[src/rtl/display_pkg.sv]
// Shared types and constants for the display / game-logic blocks.
// Holds the frame update scheduler's default client count, index type and state encoding.
package display_pkg;

    localparam int SCHED_N_CLIENTS = 4;

    function automatic int sched_idx_w(input int n);
        return (n > 1) ? $clog2(n) : 1;
    endfunction

    typedef logic [sched_idx_w(SCHED_N_CLIENTS)-1:0] client_idx_t;

    typedef enum logic [1:0] {
        IDLE,
        ISSUE,
        WAIT,
        DONE
    } sched_state_t;

endpackage

[src/rtl/sched_budget_timer.sv]
// Per-client cycle budget timer for frame_update_sched.
// Down-counter loaded with BUDGET_CYC-1 on clear; expire_o marks the enabled cycle at terminal count.
module sched_budget_timer #(
    parameter int BUDGET_CYC = 4096,
    parameter int TMR_W      = 13
) (
    input  logic clk_i,
    input  logic rst_ni,
    input  logic clear_i,
    input  logic enable_i,
    output logic expire_o
);

    localparam logic [TMR_W-1:0] LOAD = TMR_W'(BUDGET_CYC - 1);

    logic [TMR_W-1:0] cnt_q, cnt_d;

    always_comb begin
        cnt_d = cnt_q;
        if (clear_i) begin
            cnt_d = LOAD;
        end else if (enable_i && (cnt_q != '0)) begin
            cnt_d = cnt_q - TMR_W'(1);
        end
    end

    assign expire_o = enable_i && (cnt_q == '0);

    always_ff @(posedge clk_i) begin
        if (!rst_ni) begin
            cnt_q <= LOAD;
        end else begin
            cnt_q <= cnt_d;
        end
    end

endmodule

[src/rtl/frame_update_sched.sv]
// Per-frame scheduler: on each vsync falling edge, strobes enabled update clients in index order.
// Optional SCHED_STATS_EN adds max_lat_o (worst frame-start to frame_done latency, saturating).
//
// state | meaning
// IDLE  | waiting for a vsync falling edge with enable_i set
// ISSUE | strobe client idx if masked in, else skip it
// WAIT  | waiting for done_i[idx] or budget expiry
// DONE  | pulse frame_done_o, bump frame counter
module frame_update_sched
    import display_pkg::*;
#(
    parameter int N_CLIENTS  = SCHED_N_CLIENTS,
    parameter int BUDGET_CYC = 4096,
    parameter int TMR_W      = 13,
    parameter int FCNT_W     = 16
) (
    input  logic                                clk_i,
    input  logic                                rst_ni,
    input  logic                                vsync_i,
    input  logic                                enable_i,
    input  logic [N_CLIENTS-1:0]                client_mask_i,
    input  logic [N_CLIENTS-1:0]                done_i,
    output logic [N_CLIENTS-1:0]                start_o,
    output logic                                busy_o,
    output logic                                frame_done_o,
    output logic                                timeout_o,
    output logic [sched_idx_w(N_CLIENTS)-1:0]   timeout_id_o,
    output logic                                overrun_o,
    output logic [FCNT_W-1:0]                   frame_cnt_o
`ifdef SCHED_STATS_EN
    ,
    output logic [TMR_W+$clog2(N_CLIENTS):0]    max_lat_o
`endif
);

    localparam int IDX_W = sched_idx_w(N_CLIENTS);
    localparam logic [IDX_W-1:0] LAST_IDX = IDX_W'(N_CLIENTS - 1);

    sched_state_t state_q, state_d;
    logic [IDX_W-1:0]     idx_q, idx_d;
    logic [N_CLIENTS-1:0] start_q, start_d;
    logic                 busy_q;
    logic                 frame_done_q, frame_done_d;
    logic                 timeout_q, timeout_d;
    logic [IDX_W-1:0]     timeout_id_q, timeout_id_d;
    logic                 overrun_q, overrun_d;
    logic [FCNT_W-1:0]    frame_cnt_q, frame_cnt_d;
    logic                 vsync_q;
    logic                 first_q, first_d;
    logic                 frame_start;
    logic                 tmr_clear, tmr_en, tmr_expire;
    logic                 done_ok;

    sched_budget_timer #(
        .BUDGET_CYC (BUDGET_CYC),
        .TMR_W      (TMR_W)
    ) u_timer (
        .clk_i    (clk_i),
        .rst_ni   (rst_ni),
        .clear_i  (tmr_clear),
        .enable_i (tmr_en),
        .expire_o (tmr_expire)
    );

    assign frame_start = vsync_q && !vsync_i;
    // A done in the strobe's own cycle is too early to be a real answer.
    assign done_ok     = done_i[idx_q] && !first_q;

    always_comb begin
        state_d      = state_q;
        idx_d        = idx_q;
        start_d      = '0;
        frame_done_d = 1'b0;
        timeout_d    = 1'b0;
        timeout_id_d = timeout_id_q;
        overrun_d    = frame_start && (state_q != IDLE);
        frame_cnt_d  = frame_cnt_q;
        first_d      = 1'b0;
        tmr_clear    = 1'b0;
        tmr_en       = 1'b0;
        case (state_q)
            IDLE: begin
                if (frame_start && enable_i) begin
                    idx_d   = '0;
                    state_d = ISSUE;
                end
            end
            ISSUE: begin
                if (client_mask_i[idx_q]) begin
                    start_d   = N_CLIENTS'(1) << idx_q;
                    tmr_clear = 1'b1;
                    first_d   = 1'b1;
                    state_d   = WAIT;
                end else if (idx_q == LAST_IDX) begin
                    state_d = DONE;
                end else begin
                    idx_d = idx_q + IDX_W'(1);
                end
            end
            WAIT: begin
                tmr_en = 1'b1;
                if (done_ok || tmr_expire) begin
                    if (!done_ok) begin
                        timeout_d    = 1'b1;
                        timeout_id_d = idx_q;
                    end
                    if (idx_q == LAST_IDX) begin
                        state_d = DONE;
                    end else begin
                        idx_d   = idx_q + IDX_W'(1);
                        state_d = ISSUE;
                    end
                end
            end
            DONE: begin
                frame_done_d = 1'b1;
                frame_cnt_d  = frame_cnt_q + FCNT_W'(1);
                state_d      = IDLE;
            end
            default: state_d = IDLE;
        endcase
    end

    always_ff @(posedge clk_i) begin
        if (!rst_ni) begin
            state_q      <= IDLE;
            idx_q        <= '0;
            start_q      <= '0;
            busy_q       <= 1'b0;
            frame_done_q <= 1'b0;
            timeout_q    <= 1'b0;
            timeout_id_q <= '0;
            overrun_q    <= 1'b0;
            frame_cnt_q  <= '0;
            vsync_q      <= 1'b1;
            first_q      <= 1'b0;
        end else begin
            state_q      <= state_d;
            idx_q        <= idx_d;
            start_q      <= start_d;
            busy_q       <= (state_d != IDLE);
            frame_done_q <= frame_done_d;
            timeout_q    <= timeout_d;
            timeout_id_q <= timeout_id_d;
            overrun_q    <= overrun_d;
            frame_cnt_q  <= frame_cnt_d;
            vsync_q      <= vsync_i;
            first_q      <= first_d;
        end
    end

    assign start_o      = start_q;
    assign busy_o       = busy_q;
    assign frame_done_o = frame_done_q;
    assign timeout_o    = timeout_q;
    assign timeout_id_o = timeout_id_q;
    assign overrun_o    = overrun_q;
    assign frame_cnt_o  = frame_cnt_q;

`ifdef SCHED_STATS_EN
    localparam int LAT_W = TMR_W + $clog2(N_CLIENTS) + 1;

    logic [LAT_W-1:0] lat_q, lat_d;
    logic [LAT_W-1:0] max_lat_q, max_lat_d;

    // lat_q equals the frame-start to frame_done_o distance when sampled in DONE.
    always_comb begin
        lat_d     = lat_q;
        max_lat_d = max_lat_q;
        if (state_q == IDLE) begin
            lat_d = LAT_W'(1);
        end else if (lat_q != '1) begin
            lat_d = lat_q + LAT_W'(1);
        end
        if ((state_q == DONE) && (lat_q > max_lat_q)) begin
            max_lat_d = lat_q;
        end
    end

    always_ff @(posedge clk_i) begin
        if (!rst_ni) begin
            lat_q     <= '0;
            max_lat_q <= '0;
        end else begin
            lat_q     <= lat_d;
            max_lat_q <= max_lat_d;
        end
    end

    assign max_lat_o = max_lat_q;
`endif

endmodule

[config.mk]
export PLATFORM = sky130hd
export DESIGN_NAME = frame_update_sched
export DESIGN_NICKNAME = d
export VERILOG_FILES = /design/src/rtl/display_pkg.sv /design/src/rtl/sched_budget_timer.sv /design/src/rtl/frame_update_sched.sv
export SDC_FILE = /design/constraint.sdc
export NUM_CORES = 1
export LEC_CHECK = 0
export CORE_MARGIN = 10
export CORE_UTILIZATION = 35
export DETAILED_ROUTE_END_ITERATION = 7
export PLACE_DENSITY = 0.6
export SKIP_CTS_REPAIR_TIMING = 1
export SYNTH_ARGS = -nofsm -noshare
export SYNTH_HDL_FRONTEND = slang
export SYNTH_SLANG_ARGS = --single-unit
[constraint.sdc]
create_clock -name clk_i -period 4.8 [get_ports clk_i]
set_clock_uncertainty 0.15 [all_clocks]
set_input_delay 1.2 -clock clk_i [delete_from_list [all_inputs] [get_ports clk_i]]
set_output_delay 1.2 -clock clk_i [all_outputs]
set_load 0.02 [all_outputs]
-- Word-level counts from Yosys, hierarchy flattened
Cells that the tools add are included.
- register bits: 45
- bits of input ports: 12
- output and inout bits: 26
- $add $sub $neg: 3
- $lt $le $gt $ge: 1
- equality and inequality tests: 7
- shifts and indexed selects: 1
- muxes and demuxes: 20
- bitwise operators: 2
- reductions and logical operators: 20
- operator list (kind ; count):
    2-bit two-way mux ; 9
    16-bit by 1-bit adder with 16-bit output (second input constant) ; 1
    13-bit zero test ; 1
    13-bit nonzero test ; 1
    13-bit by 1-bit subtractor with 13-bit output (second input constant) ; 1
    3-bit AND reduction ; 3
    2-bit case mux with 4 select lines ; 1
    1-bit two-way mux ; 7
    2-bit == test (second input constant) ; 3
    1-bit logical AND ; 6
    2-bit inequality test (second input constant) ; 3
    2-bit case mux with 3 select lines ; 1
    1-bit binary-select mux with 2-bit select ; 2
    4-bit AND reduction ; 1
    2-bit nonzero test ; 2
    1-bit by 2-bit left shift with 4-bit output (first input constant) ; 1
    2-bit by 3-bit less-than comparator with 1-bit output (second input constant) ; 1
    3-bit nonzero test ; 1
    2-bit by 1-bit adder with 2-bit output (second input constant) ; 1
    2-bit by 1-bit == test with 1-bit output (second input constant) ; 1
    1-bit zero test ; 2
    2-bit zero test ; 1
    1-bit NOT ; 2
    2-bit OR reduction ; 1
    1-bit logical OR ; 1

-- Longest topological paths before layout
- depth in word-level cells: 7
- mapped depth: 7
- gate-level depth less buffers: 7

-- Cells and area by module
A second synthesis with hierarchy kept.
- cell total of the unflattened synthesis: 231
- area total of the unflattened synthesis: 2202.1 um^2
- modules (own cells, without submodules) (module ; instances ; cells an instance ; area each (um^2) ; sequential area each (um^2)):
    frame_update_sched ; 1 ; 152 ; 1498.9 ; 640.6
    sched_budget_timer ; 1 ; 79 ; 703.2 ; 260.2

-- Worst setup path after synthesis
No wires, ideal clock.
- path type: input port to flip-flop
- start: in done_i[3]
- end: reg busy_q (netlist: busy_o)
- arrival: 2.637 ns
- required time: 4.528 ns
- path slack: 1.891 ns
- stages on the path: 5
- buffers on the path: 0
- cell sequence: mux4_2 -> nor2b_1 -> a21oi_1 -> mux2_1 -> a311o_1
- longest elaborated chain between the ends: 7
- ends and longest elaborated chain (what ; line ; text):
    start, declared ; frame_update_sched.sv:22 ; input logic [N_CLIENTS-1:0] done_i,
    1-bit binary-select mux with 2-bit select ; frame_update_sched.sv:67 ; assign done_ok = done_i[idx_q] && !first_q;
    1-bit two-way mux (implied by the code) ; frame_update_sched.sv:67 ;
    1-bit logical AND ; frame_update_sched.sv:67 ;
    1-bit logical OR ; frame_update_sched.sv:102 ; if (done_ok || tmr_expire) begin
    2-bit two-way mux ; frame_update_sched.sv:102 ;
    2-bit case mux with 4 select lines ; frame_update_sched.sv:81 ; case (state_q)
    2-bit nonzero test ; frame_update_sched.sv:141 ; busy_q <= (state_d != IDLE);
    end signal, assigned ; frame_update_sched.sv:141 ;
    end, declared ; frame_update_sched.sv:42 ; logic busy_q;
Every way passes these cells. The select of a mux whose other input is x is not followed.
A chain may end at the register's enable or synchronous reset.

-- Final worst setup path
- start: in done_i[2]
- end: reg busy_q (netlist: busy_o)
Same word-level chain as after synthesis.

==> results.py <==
metrics = {
    "worst_hold_path": {
        "hp-class": "reg -> reg",
    },
    "power": {
        "swShare_pct": 24.12,
        "internal-power_w": 0.0005721,
        "p_per_area_mw_per_mm2": 289.2,
        "p_clk_share_pct": 39.3,
        "power.leakage_nw": 0.9165,
        "power_frac_seq_pct": 51.4,
        "peakVddDrop_mv": 0.1464,
        "power_switching_w": 0.0001818,
        "comb_power_share_pct": 9.3,
    },
    "sta": {
        "min_period_ns": 3.113,
        "slew_viol_final": 0,
        "setup_viol": 0,
        "finalSetupTns_ns": 0,
        "worst_pin_slew_ns": 0.6834,
        "rsz0062_at_grt": "no",
        "max_freq_mhz": 321.3,
        "slew_headroom_pct": 54.02,
        "fin_crit_sh_pct": 64.85,
        "hold_violations": 0,
        "holdWs_ns": 0.3367,
    },
    "setup_path": {
        "max_stage_delay_ns": 0.46,
        "path_cells": "clkdlybuf4s50_1 -> mux4_2 -> nor2b_1 -> a21oi_1 -> mux2_1 -> a311o_1",
        "required_ns": 4.84,
        "start_kind": "primary input",
        "critPathMaxFanout": 5,
        "critPathArrivalTime_ns": 3.15,
        "endpoint_kind": "register",
        "slowest_stage": "mux4_2",
        "setup.worst_path.class": "in -> reg",
    },
    "global_routing": {
        "grt_use_total_pct": 10.19,
        "grt_pass1_vias": 1633,
        "antenna_found_initial": 0,
        "overflow": 0,
        "grt_max_degree": 26,
        "grt_first_pass_wirelength_um": 8114,
    },
    "clocking": {
        "cts_tree": "yes",
        "numCtsBuffers": 5,
        "htreeDepth": 2,
        "clkSinkCount": 45,
        "root_buffer": "clkbuf_8",
        "path_clk_slew_ns": 0.09,
        "insertion_delay_ns": 0.30,
        "clock_path_buffers": 2,
    },
    "synthesis": {
        "netlist_area_mm2": 0.002067,
        "syn_area_per_cell_um2": 9.269,
        "synth.distinct_cells": 43,
        "syn_nets": 243,
        "syn_inst": 223,
        "ys_ff_latch": 45,
        "yosysWarnings": 0,
        "seq_area_frac_synth_pct": 43.58,
    },
    "route": {
        "routed_wirelength_um": 4667,
        "wire_per_inst_um": 14.06,
        "via_count": 1677,
        "routed_via_density": 5.051,
        "first_pass_iters": 4,
        "post-route-drc-count": 0,
        "drt_iter0_drc": 67,
        "ant_nets": 0,
    },
    "cells_and_area": {
        "antennaDiodeCount": 0,
        "drive_gt1_share_pct": 6.154,
        "synthToLayoutAreaGrowth_pct": 26.15,
        "final_cell_area_mm2": 0.002608,
        "nNetsFinal": 279,
    },
    "die": {
        "row_count": 27,
        "initial_utilization_pct": 36.86,
        "die_w_um": 96.85,
        "io_pins": 38,
        "die_area_mm2": 0.009380,
        "fp.dieH_um": 96.85,
        "coreArea_mm2": 0.005608,
    },
    "run_status": {
        "status": "finished clean",
    },
    "placement": {
        "dp.final_hpwl_um": 3451,
        "port_buffers": 37,
        "dpl_cell_area_mm2": 0.002491,
        "gp_congestion": 0.7525,
    },
    "run": {
        "drv_cap": 0,
    },
}
[cell type report]
type | instances | area, um2
repair buffers | 38 | 377.9
flip-flops and latches | 45 | 900.9
clock buffers | 5 | 68.82
well taps | 72 | 90.09
fillers | 553 | 3000
multi-input cells | 161 | 1092
clock inverters | 3 | 47.55
inverters | 8 | 30.03
[cell usage after synthesis (all sizes together)]
library cell,n,area share [%]
dfxtp,45,44
nor2,29,5.3
nand2,22,4.0
xor2,16,6.8
xnor2,9,3.8
ha,8,4.8
inv,8,1.5
nand3,8,1.9
nor3,7,1.7
nand4,6,1.8
and3,5,1.5
clkbuf,5,0.91
mux2i,5,2.4
o2111ai,5,2.1
o21ai,5,1.4
buf,4,1.2
nor4,4,1.5
a21oi,3,0.73
nor4b,3,2.0
o211ai,3,1.1
or4,3,1.3
a31oi,2,0.61
mux4,2,2.2
nand3b,2,0.73
nor2b,2,0.61
or3,2,0.61
a211oi,1,0.36
a21boi,1,0.36
a221oi,1,0.42
a311o,1,0.48
a31o,1,0.42
and2,1,0.30
mux2,1,0.54
nand2b,1,0.30
nor3b,1,0.36
o31ai,1,0.36
[per-stage QoR]
step	power (W)	instances	utilization (%)	setup WS, ns
global route	0.0007918	332	46.50	1.620
global placement	0.0004667	324	44.42	1.412
detailed placement	0.0004678	324	44.42	1.372
floorplan	0.0004391	223	-	1.891
finish	0.0007540	332	46.50	1.687
CTS	0.0007679	332	46.50	1.688
[cells by family (layout without fill, tap and decap cells)]
| kind of cell | count (synthesis) | in the layout | share of synthesized area (%) |
|---|---|---|---|
| AND/OR/NAND/NOR | 96 | 96 | 23.91 |
| flip-flops | 45 | 45 | 43.58 |
| XOR/XNOR | 25 | 25 | 10.59 |
| AO/OA/AOI/OAI | 24 | 24 | 8.354 |
| buffers and inverters | 17 | 54 | 3.571 |
| adder cells (fa/ha/maj) | 8 | 8 | 4.843 |
| multiplexers | 8 | 8 | 5.145 |
[placed cells by master, fill, tap and decap left out, drive strengths merged, types with 2 or more instances in the layout]
cell type	Yosys	routed
ha	8	8
o2111ai	5	5
mux4	2	2
nand3	8	8
clkdlybuf4s50	0	37
clkbuf	5	5
dfxtp	45	45
nand2	22	22
o21ai	5	5
nor2	29	29
and3	5	5
inv	8	10
nor2b	2	2
nand3b	2	2
o211ai	3	3
nand4	6	6
nor3	7	7
a21oi	3	3
nor4b	3	3
xor2	16	16
nor4	4	4
xnor2	9	9
or3	2	2
or4	3	3
mux2i	5	5
a31oi	2	2
[critical path: cells and delay by family]
kind,cells,cell delay (ns)
mux,2,0.82
compound gates,2,0.52
buf+inv,1,0.40
simple gates,1,0.21
[power by group through the flow]
stage,Combinational [W],Clock (W),Sequential [W]
after global placement,0.0000700,0,0.000397
after CTS,0.0000713,0.000309,0.000388
after global routing,0.0000775,0.000325,0.000389
after floorplan,0.0000430,0,0.000396
after detailed placement,0.0000711,0,0.000397
final,0.0000701,0.000296,0.000388
[state kept, by name (all words and copies together), names as in the netlist]
name and cells:
first_q 1, start_o 4, timeout_id_o 2, vsync_q 1, u_timer.cnt_q 13, timeout_o 1, overrun_o 1, frame_done_o 1
idx_q 2, frame_cnt_o 16, state_q 2, busy_o 1
[path summary, 6_finish.rpt]
check	from	end	slack, ns	cells after the start
max	done_i[2]	busy_o$_SDFF_PN0_	1.69	6
min	vsync_q$_SDFF_PN1_	overrun_o$_SDFF_PN0_	0.34	1
max reg2reg	idx_q[0]$_SDFFE_PN0P_	busy_o$_SDFF_PN0_	2.32	5
min reg2reg	vsync_q$_SDFF_PN1_	overrun_o$_SDFF_PN0_	0.34	1
[per-layer routing]
| metal | GRT usage [%] | routed length, um |
|---|---|---|
| met4 | 3.382 | 67 |
| met2 | 16.16 | 2172 |
| met3 | 5.465 | 399 |
| met1 | 11.37 | 2029 |
| met5 | 0 | 0 |
No activity file was read; power rests on OpenSTA's default activity.
